File: src/rtl/iq_upconv_pkg.sv
// Shared types and helpers for the fs/4 quadrature upconverter.
// Holds the FSM state enum, phase type, sideband codes and a saturating negate.
package iq_upconv_pkg;

    typedef enum logic [1:0] {
        IDLE,
        PRIME,
        RUN
    } state_t;

    typedef logic [1:0] phase_t;

    localparam logic SB_UPPER = 1'b0;
    localparam logic SB_LOWER = 1'b1;

    localparam int unsigned SAT_MAX_W = 64;

    // x is a w-bit value sign-extended to SAT_MAX_W; the most negative value maps to the most positive
    function automatic logic [SAT_MAX_W-1:0] sat_neg(input logic [SAT_MAX_W-1:0] x,
                                                      input int unsigned w);
        logic [SAT_MAX_W-1:0] one;
        logic [SAT_MAX_W-1:0] hi;
        logic [SAT_MAX_W-1:0] lo;
        one = SAT_MAX_W'(1);
        hi  = (one << (w - 1)) - one;
        lo  = ~hi;
        return (x == lo) ? hi : (~x + one);
    endfunction

endpackage

File: src/rtl/axis_skid_buffer.sv
// One-entry AXI-stream holding buffer with synchronous flush.
// A pop and a push in the same cycle keep the entry full with the new data.
module axis_skid_buffer #(
    parameter int unsigned DATA_W = 32
) (
    input  logic              aclk,
    input  logic              arst_n,
    input  logic              flush,
    input  logic [DATA_W-1:0] s_tdata,
    input  logic              s_tvalid,
    output logic              s_tready,
    output logic [DATA_W-1:0] m_tdata,
    output logic              m_tvalid,
    input  logic              m_tready
);

    logic              full;
    logic [DATA_W-1:0] data;
    logic              push;
    logic              pop;

    assign s_tready = !full || m_tready;
    assign push     = s_tvalid && s_tready;
    assign pop      = m_tready && full;
    assign m_tdata  = data;
    assign m_tvalid = full;

    always_ff @(posedge aclk or negedge arst_n) begin
        if (!arst_n) begin
            full <= 1'b0;
            data <= '0;
        end else if (flush) begin
            full <= 1'b0;
        end else begin
            if (pop) begin
                full <= 1'b0;
            end
            if (push) begin
                full <= 1'b1;
                data <= s_tdata;
            end
        end
    end

endmodule

File: src/rtl/axis_iq_upconverter.sv
// fs/4 quadrature upconverter: I/Q at 1/OSR rate in, one real mixed sample per clock out.
// Define IQ_UPCONV_STATS_EN to add the saturating underflow_count port.
module axis_iq_upconverter
    import iq_upconv_pkg::*;
#(
    parameter int unsigned WIDTH = 16,
    parameter int unsigned OSR   = 4
) (
    input  logic               aclk,
    input  logic               arst_n,
    input  logic               enable,
    input  logic               sideband,
    input  logic [2*WIDTH-1:0] s_axis_data_tdata,
    input  logic               s_axis_data_tvalid,
    output logic               s_axis_data_tready,
    output logic [WIDTH-1:0]   m_axis_data_tdata,
    output logic               m_axis_data_tvalid,
    output logic               underflow
`ifdef IQ_UPCONV_STATS_EN
    ,
    output logic [15:0]        underflow_count
`endif
);

    localparam int unsigned CNT_W = (OSR > 1) ? $clog2(OSR) : 1;
    localparam logic [CNT_W-1:0] CNT_LAST = CNT_W'(OSR - 1);
    localparam int unsigned EXT_W = SAT_MAX_W - WIDTH;

    state_t               state;
    state_t               state_next;
    phase_t               phase;
    logic [CNT_W-1:0]     sample_cnt;
    logic [WIDTH-1:0]     cur_i;
    logic [WIDTH-1:0]     cur_q;
    logic                 sb_hold;
    logic                 sb_eff;
    logic                 boundary;
    logic                 uf_event;
    logic                 buf_ready;
    logic                 buf_full;
    logic                 buf_flush;
    logic [2*WIDTH-1:0]   buf_data;
    logic [SAT_MAX_W-1:0] neg_i_ext;
    logic [SAT_MAX_W-1:0] neg_q_ext;
    logic [WIDTH-1:0]     neg_i;
    logic [WIDTH-1:0]     neg_q;
    logic [WIDTH-1:0]     mix;

    assign boundary  = (state == RUN) && (sample_cnt == CNT_LAST);
    assign uf_event  = boundary && !buf_full;
    assign buf_flush = (state != RUN) || !enable;

    axis_skid_buffer #(
        .DATA_W (2 * WIDTH)
    ) u_buf (
        .aclk     (aclk),
        .arst_n   (arst_n),
        .flush    (buf_flush),
        .s_tdata  (s_axis_data_tdata),
        .s_tvalid (s_axis_data_tvalid && (state == RUN)),
        .s_tready (buf_ready),
        .m_tdata  (buf_data),
        .m_tvalid (buf_full),
        .m_tready (boundary)
    );

    always_ff @(posedge aclk or negedge arst_n) begin
        if (!arst_n) begin
            state <= IDLE;
        end else begin
            state <= state_next;
        end
    end

    always_comb begin
        state_next         = state;
        s_axis_data_tready = 1'b0;
        case (state)
            IDLE: begin
                if (enable) state_next = PRIME;
            end
            PRIME: begin
                s_axis_data_tready = 1'b1;
                if (!enable)                 state_next = IDLE;
                else if (s_axis_data_tvalid) state_next = RUN;
            end
            RUN: begin
                s_axis_data_tready = buf_ready;
                if (!enable) state_next = IDLE;
            end
            default: state_next = IDLE;
        endcase
    end

    assign neg_i_ext = sat_neg({{EXT_W{cur_i[WIDTH-1]}}, cur_i}, WIDTH);
    assign neg_q_ext = sat_neg({{EXT_W{cur_q[WIDTH-1]}}, cur_q}, WIDTH);
    assign neg_i     = neg_i_ext[WIDTH-1:0];
    assign neg_q     = neg_q_ext[WIDTH-1:0];

    // sideband is live on phase 0 and frozen for the rest of the 4-phase group
    assign sb_eff = (phase == 2'd0) ? sideband : sb_hold;

    always_comb begin
        mix = cur_i;
        case (phase)
            2'd0: mix = cur_i;
            2'd1: mix = (sb_eff == SB_LOWER) ? cur_q : neg_q;
            2'd2: mix = neg_i;
            2'd3: mix = (sb_eff == SB_LOWER) ? neg_q : cur_q;
            default: mix = cur_i;
        endcase
    end

    always_ff @(posedge aclk or negedge arst_n) begin
        if (!arst_n) begin
            phase              <= '0;
            sample_cnt         <= '0;
            cur_i              <= '0;
            cur_q              <= '0;
            sb_hold            <= SB_UPPER;
            m_axis_data_tdata  <= '0;
            m_axis_data_tvalid <= 1'b0;
            underflow          <= 1'b0;
        end else if (enable && (state == PRIME)) begin
            m_axis_data_tdata  <= '0;
            m_axis_data_tvalid <= 1'b0;
            underflow          <= 1'b0;
            if (s_axis_data_tvalid) begin
                cur_i      <= s_axis_data_tdata[WIDTH-1:0];
                cur_q      <= s_axis_data_tdata[2*WIDTH-1:WIDTH];
                phase      <= '0;
                sample_cnt <= '0;
            end
        end else if (enable && (state == RUN)) begin
            m_axis_data_tdata  <= mix;
            m_axis_data_tvalid <= 1'b1;
            underflow          <= uf_event;
            phase              <= phase + 2'd1;
            sb_hold            <= sb_eff;
            sample_cnt         <= boundary ? '0 : sample_cnt + CNT_W'(1);
            if (boundary) begin
                cur_i <= buf_full ? buf_data[WIDTH-1:0] : '0;
                cur_q <= buf_full ? buf_data[2*WIDTH-1:WIDTH] : '0;
            end
        end else begin
            phase              <= '0;
            sample_cnt         <= '0;
            cur_i              <= '0;
            cur_q              <= '0;
            sb_hold            <= SB_UPPER;
            m_axis_data_tdata  <= '0;
            m_axis_data_tvalid <= 1'b0;
            underflow          <= 1'b0;
        end
    end

`ifdef IQ_UPCONV_STATS_EN
    always_ff @(posedge aclk or negedge arst_n) begin
        if (!arst_n) begin
            underflow_count <= '0;
        end else if ((state == IDLE) && enable) begin
            underflow_count <= '0;
        end else if (enable && uf_event && (underflow_count != '1)) begin
            underflow_count <= underflow_count + 16'd1;
        end
    end
`else
    // Without stats only the underflow pulse is reported.
`endif

endmodule

File: config.mk
export PLATFORM = sky130hd
export DESIGN_NAME = axis_iq_upconverter
export DESIGN_NICKNAME = d
export VERILOG_FILES = /design/src/rtl/iq_upconv_pkg.sv /design/src/rtl/axis_skid_buffer.sv /design/src/rtl/axis_iq_upconverter.sv
export SDC_FILE = /design/constraint.sdc
export NUM_CORES = 1
export LEC_CHECK = 0
export ABC_AREA = 1
export CORE_UTILIZATION = 38
export CTS_CLUSTER_SIZE = 25
export DETAILED_ROUTE_END_ITERATION = 8
export GPL_TIMING_DRIVEN = 0
export PLACE_DENSITY = 0.64
export RECOVER_POWER = 25
export SLEW_MARGIN = 30
export SYNTH_ARGS = -nofsm -noshare
export SYNTH_HDL_FRONTEND = slang
export SYNTH_SLANG_ARGS = --single-unit
File: constraint.sdc
create_clock -name aclk -period 1.9 [get_ports aclk]
set_input_delay 0.19 -clock aclk [delete_from_list [all_inputs] [get_ports aclk]]
set_output_delay 0.19 -clock aclk [all_outputs]
set_load 0.03 [all_outputs]
# Word level (Yosys, flattened, before mapping)

Cells that the tools add are included.

Flip-flop bits (word level): 90
Output and inout port bits: 19

$add $sub $neg: 4
Equality and inequality tests: 14
Muxes and demuxes: 38
Bitwise logic cells: 3
Reduce and logical (&&, ||, !) cells: 17

Operators with widths:

| kind                                                                  | count |
|---|---|
| 16-bit 2-to-1 mux                                                     | 16 |
| 64-bit equality test, second input constant                           | 2 |
| 16-bit one-hot mux with 4 select lines                                | 1 |
| 16-bit by 1-bit adder with 16-bit output, second input constant       | 2 |
| 16-bit NOT                                                            | 2 |
| 2-bit 2-to-1 mux                                                      | 10 |
| 1-bit 2-to-1 mux                                                      | 9 |
| 2-bit equality test, second input constant                            | 4 |
| 2-bit != test, second input constant                                  | 4 |
| 1-bit logical AND                                                     | 7 |
| 3-bit != test, second input constant                                  | 2 |
| 2-bit one-hot mux with 3 select lines                                 | 1 |
| 2-bit by 1-bit adder with 2-bit output, second input constant         | 2 |
| 2-bit by 1-bit equality test with 1-bit output, second input constant | 2 |
| 2-bit logical NOT                                                     | 2 |
| 2-bit AND reduction                                                   | 2 |
| 3-bit AND reduction                                                   | 1 |
| 3-bit nonzero test                                                    | 1 |
| 1-bit logical NOT                                                     | 2 |
| 1-bit logical OR                                                      | 2 |
| 1-bit one-hot mux with 2 select lines                                 | 1 |
| 1-bit NOT                                                             | 1 |

# Logic depth before layout (Yosys ltp)

Depth in word-level cells: 7
Mapped depth: 14
Mapped depth without buffers: 14

# Hierarchy

Synthesis repeated with hierarchy kept, for this count alone.

Cells, all modules: 732
Area, all modules: 5411.4 µm²

Modules (own cells, without submodules):

| module              | times used | cells each | area each (µm²) | seq. area each (µm²) |
|---|---|---|---|---|
| axis_iq_upconverter | 1          | 588        | 4085.2          | 1426.4 |
| axis_skid_buffer    | 1          | 144        | 1326.3          | 825.8 |

# Worst setup path after synthesis

Ideal clock, no wire load.

Path kind: register to register
Start: register phase[0]
End: register m_axis_data_tdata[12]
Arrival time: 1.492 ns
Data required time: 1.779 ns
Path slack: 0.287 ns
Stages on the path, launching flop included: 12
Path buffers: 0
Period minus slack after synthesis: 1.613 ns
Cells stage by stage: dfrtp_1 -> inv_1 -> ha_1 -> inv_2 -> nand2_2 -> nand2_4 -> nand2_1 -> o21ai_0 -> a21oi_1 -> nand3_1 -> a21oi_1 -> nor2_1

Longest elaborated chain between the ends: 6
Elaborated cells between the ends (all ways): 10

RTL lines:

| what                                        | RTL line                                               | RTL |
|---|---|---|
| start, declared                             | axis_iq_upconverter.sv:31                              | `phase_t phase;` |
| start signal, assigned                      | axis_iq_upconverter.sv:138                             | `phase <= phase + 2'd1;` |
| 2-bit logical NOT                           | axis_iq_upconverter.sv:101, axis_iq_upconverter.sv:105 |  |
| 1-bit 2-to-1 mux                            | axis_iq_upconverter.sv:101                             | `assign sb_eff = (phase == 2'd0) ? sideband : sb_hold;` |
| 16-bit 2-to-1 mux, on equally long branches | axis_iq_upconverter.sv:109, axis_iq_upconverter.sv:107 |  |
| 16-bit one-hot mux with 4 select lines *    | axis_iq_upconverter.sv:105                             | `case (phase)` |
| 16-bit 2-to-1 mux *                         | axis_iq_upconverter.sv:134                             | `end else if (enable && (state == RUN)) begin` |
| 16-bit 2-to-1 mux *                         | axis_iq_upconverter.sv:124                             | `end else if (enable && (state == PRIME)) begin` |
| end signal, assigned                        | axis_iq_upconverter.sv:135                             | `m_axis_data_tdata <= mix;` |
| end, declared                               | axis_iq_upconverter.sv:16                              | `output logic [WIDTH-1:0] m_axis_data_tdata,` |

Every way passes the cells marked *; elsewhere a longest branch is shown, timed or not.
A chain may end at the register's enable or synchronous reset.

# Final worst setup path

Start: register cur_q[0]
End: register m_axis_data_tdata[10]

Longest elaborated chain between the ends: 7
Elaborated cells between the ends (all ways): 9

RTL lines:

| what                                        | RTL line                                               | RTL |
|---|---|---|
| start, declared                             | axis_iq_upconverter.sv:34                              | `logic [WIDTH-1:0] cur_q;` |
| start signal, assigned                      | axis_iq_upconverter.sv:130                             | `cur_q <= s_axis_data_tdata[2*WIDTH-1:WIDTH];` |
| start signal, assigned                      | axis_iq_upconverter.sv:143                             | `cur_q <= buf_full ? buf_data[2*WIDTH-1:WIDTH] : '0;` |
| 16-bit NOT                                  | iq_upconv_pkg.sv:27                                    | `return (x == lo) ? hi : (~x + one);` |
| 16-bit by 1-bit adder with 16-bit output    | iq_upconv_pkg.sv:27                                    |  |
| 16-bit 2-to-1 mux *                         | iq_upconv_pkg.sv:27                                    |  |
| 16-bit 2-to-1 mux, on equally long branches | axis_iq_upconverter.sv:109, axis_iq_upconverter.sv:107 |  |
| 16-bit one-hot mux with 4 select lines *    | axis_iq_upconverter.sv:105                             |  |
| 16-bit 2-to-1 mux *                         | axis_iq_upconverter.sv:134                             |  |
| 16-bit 2-to-1 mux *                         | axis_iq_upconverter.sv:124                             |  |

Marks and branches as above.

==> out/results.ini <==
[status]
status=finished clean

[layout]
antenna_cells=0
drive_gt1_share_pct=13.7
final_area_um2=6670
final_nets=843
area_growth_pct=27.1
finish.utilization_pct=50.0

[route]
wl_per_cell_um=16.1
met3_length_um=714
wl_um=15700
first_pass_iters=4
top_layer=met4
drc=0
viasPerCell=5.15
drt-initial-drc-count=299
wl_met2_um=7200
wl_met1_um=7410
via_count=5034
ant_nets=0

[min_path]
hold_path_end=u_buf.m_tdata[28]
hold_start=s_axis_data_tdata[28]
hold_class=in -> reg
hold_depth=3

[cts]
clkSinkCount=90
cts_tree=built
clkTransAtPathRegs_ns=0.07
clock_path_buffers=2
ctsRootBufferMaster=clkbuf_16
clock_latency_ns=0.36
htree_levels=3
cts_buffers=9

[floorplan]
die_area_um2=14300
placementRows=42
die_h_um=120
dieWidth_um=120
num_io_pins=56
core_um2=13300
initial_utilization_pct=39.3

[placement]
dpl_cell_area_um2=6050
io_buffers=55
gp_congestion=0.865
dp_hpwl_um=11500
place_ws_ns=-0.297

[synth]
syn_area_um2=5250
synth_edf_count=0
synthFlopType=dfrtp_1
synth_nets=764
synth_top_area_share_pct=42.9
synthCells=717
synthArstFlopShare_pct=100
avgSynthCellArea_um2=7.32
ys_types=36
ys_seq_area_share_pct=42.9
synth-warning-count=0
synth_area_leader_cell=dfrtp_1
synthTopCellsByArea=dfrtp_1, nand2_1, o21ai_0
synth-seq-cells=90

[critical_path]
cp.arrival_ns=2.08
critPathKind=reg -> reg
worstRegToRegCells=12
critPathLaunchType=flip-flop
reg2reg_slack_ns=0.06
crit_path_start=cur_q[0]
cp.required_ns=2.14
regToRegStartpoint=cur_q[0]
cp_max_fo=5
end_kind=flip-flop
rr_endpoint=m_axis_data_tdata[10]

[timing]
fin_skew_ns=0.00702
slew_headroom_pct=34.3
setup_ws_ns=0.0626
hold_ws_ns=0.398
hold_violations=0
drv_slew=0
fin_crit_sh_pct=96.7
tightest_slew_ns=0.986
rsz0062_at_grt=true
fmax_mhz=544
setup_viol=0
min_period_ns=1.84

[global_routing]
grt_overflow=0
grt_pass1_vias=4761
grt_pass1_wl_um=25300
antenna_found_initial=0
track_usage_pct=23.1
grt_max_degree=54

[power]
power_density_nw_per_um2=1300
p_total_mw=8.65
p_leak_nw=3.10
ir_drop_v=0.000793

[flow_run]
drv_cap=0

[where the power goes]
group | total [mW] | switching (mW) | internal (mW)
registers | 2.83 | 0.402 | 2.43
clock network | 2.02 | 0.816 | 1.20
logic | 3.80 | 2.46 | 1.34
total | 8.65 | 3.67 | 4.98
[critical path, stage by stage, from the launching register on]
cell and delay, ns:
dfrtp_1 0.42, inv_2 0.12, ha_4 0.16, nand3_4 0.11
nor2_4 0.20, buf_4 0.16, nand2_1 0.05, nand2_1 0.06
nand3_1 0.08, nand2_1 0.10, nand3_2 0.12, nor2_1 0.10
nor2_1 0.05
[cells in the final DEF (no fill, tap or decap), types with 2 or more instances in the layout]
cell / netlist / layout
clkbuf_16: 0 / 9
nand3_2: 1 / 6
clkbuf_1: 15 / 7
a31oi_1: 5 / 5
inv_2: 5 / 12
clkdlybuf4s50_1: 0 / 53
buf_1: 2 / 2
buf_2: 9 / 5
buf_6: 2 / 3
mux2_2: 2 / 2
a21oi_1: 26 / 25
xor2_1: 6 / 6
clkbuf_2: 0 / 5
ha_2: 0 / 3
nand3_1: 76 / 71
nand2_4: 1 / 5
buf_4: 2 / 14
ha_1: 10 / 4
nand2_2: 4 / 8
bufinv_16: 0 / 2
nor2_4: 2 / 4
nand4_1: 7 / 7
dfrtp_1: 90 / 90
ha_4: 0 / 3
nor2_1: 62 / 59
nor2_2: 7 / 8
a211oi_1: 5 / 4
nand2_1: 152 / 144
nor3_1: 2 / 2
o21ai_0: 95 / 93
o211ai_1: 2 / 2
clkbuf_4: 0 / 5
inv_1: 87 / 80
o21ai_1: 31 / 32
[routing by layer]
layer,global-route usage (%),vias to the layer above
met1,32.1,2370
met3,4.47,22
li1,-,2511
met4,7.89,0
met5,0,-
met2,35.9,131
[final cells by class]
class,count,area [µm²]
Fill cell,1355,6680
Multi-Input combinational cell,505,2680
Sequential cell,90,2250
Timing Repair Buffer,67,652
Inverter,93,349
Clock buffer,10,239
Tap cell,176,220
Buffer,30,184
Clock inverter,6,96.3
[worst max path at each step]
stage | endpoint | slack [ns]
global placement | m_axis_data_tdata[7] | -2.72
CTS | s_axis_data_tready | -0.09
detailed placement | m_axis_data_tdata[12] | -0.30
finish | m_axis_data_tdata[10] | 0.06
floorplan | m_axis_data_tdata[12] | 0.29
global route | m_axis_data_tdata[13] | -0.04
[flip-flops by register name, summed over array words and instances (netlist names), 2 cells and up]
name               flops
state                  2
cur_i                 16
u_buf.m_tdata         32
phase                  2
sample_cnt             2
m_axis_data_tdata     16
cur_q                 16
[cells by family (layout without fill, tap and decap cells)]
kind of cell             count (synthesis)  in the layout  share of synthesized area [%]
AO/OA/AOI/OAI                          168            168                           17.0
XOR/XNOR                                 6              6                           1.00
adder cells (fa/ha/maj)                 10             10                           2.38
buffers and inverters                  123            206                           9.44
flip-flops                              90             90                           42.9
multiplexers                             2              2                          0.429
AND/OR/NAND/NOR                        318            319                           26.8
[synthesized netlist by cell type (2+ instances only)]
master / count
nand3_1: 76
nor2_2: 7
xor2_1: 6
nand2_2: 4
inv_2: 5
a31oi_1: 5
o21ai_1: 31
o211ai_1: 2
nor2_1: 62
mux2_2: 2
nor3_1: 2
buf_4: 2
nand2_1: 152
dfrtp_1: 90
nand4_1: 7
buf_1: 2
o21ai_0: 95
a211oi_1: 5
buf_2: 9
inv_1: 87
a21oi_1: 26
ha_1: 10
buf_6: 2
clkbuf_1: 15
nor2_4: 2
[per-stage QoR]
stage,setup TNS (ns),cells
2_1_floorplan,0,717
3_3_place_gp,-248.96,948
3_5_place_dp,-5.44,949
4_1_cts,-0.0885,967
5_1_grt,-0.111,977
6_report,0,977
[timing repair]
action,4_1_cts,5_1_grt
setup endpoints to repair,27,81
setup buffers,1,9
pin swaps,2,12
hold buffers,1,0
gates cloned,0,1
endpoints found under the hold margin,37,0
resized for setup,20,65
No activity file was read; power rests on OpenSTA's default activity.
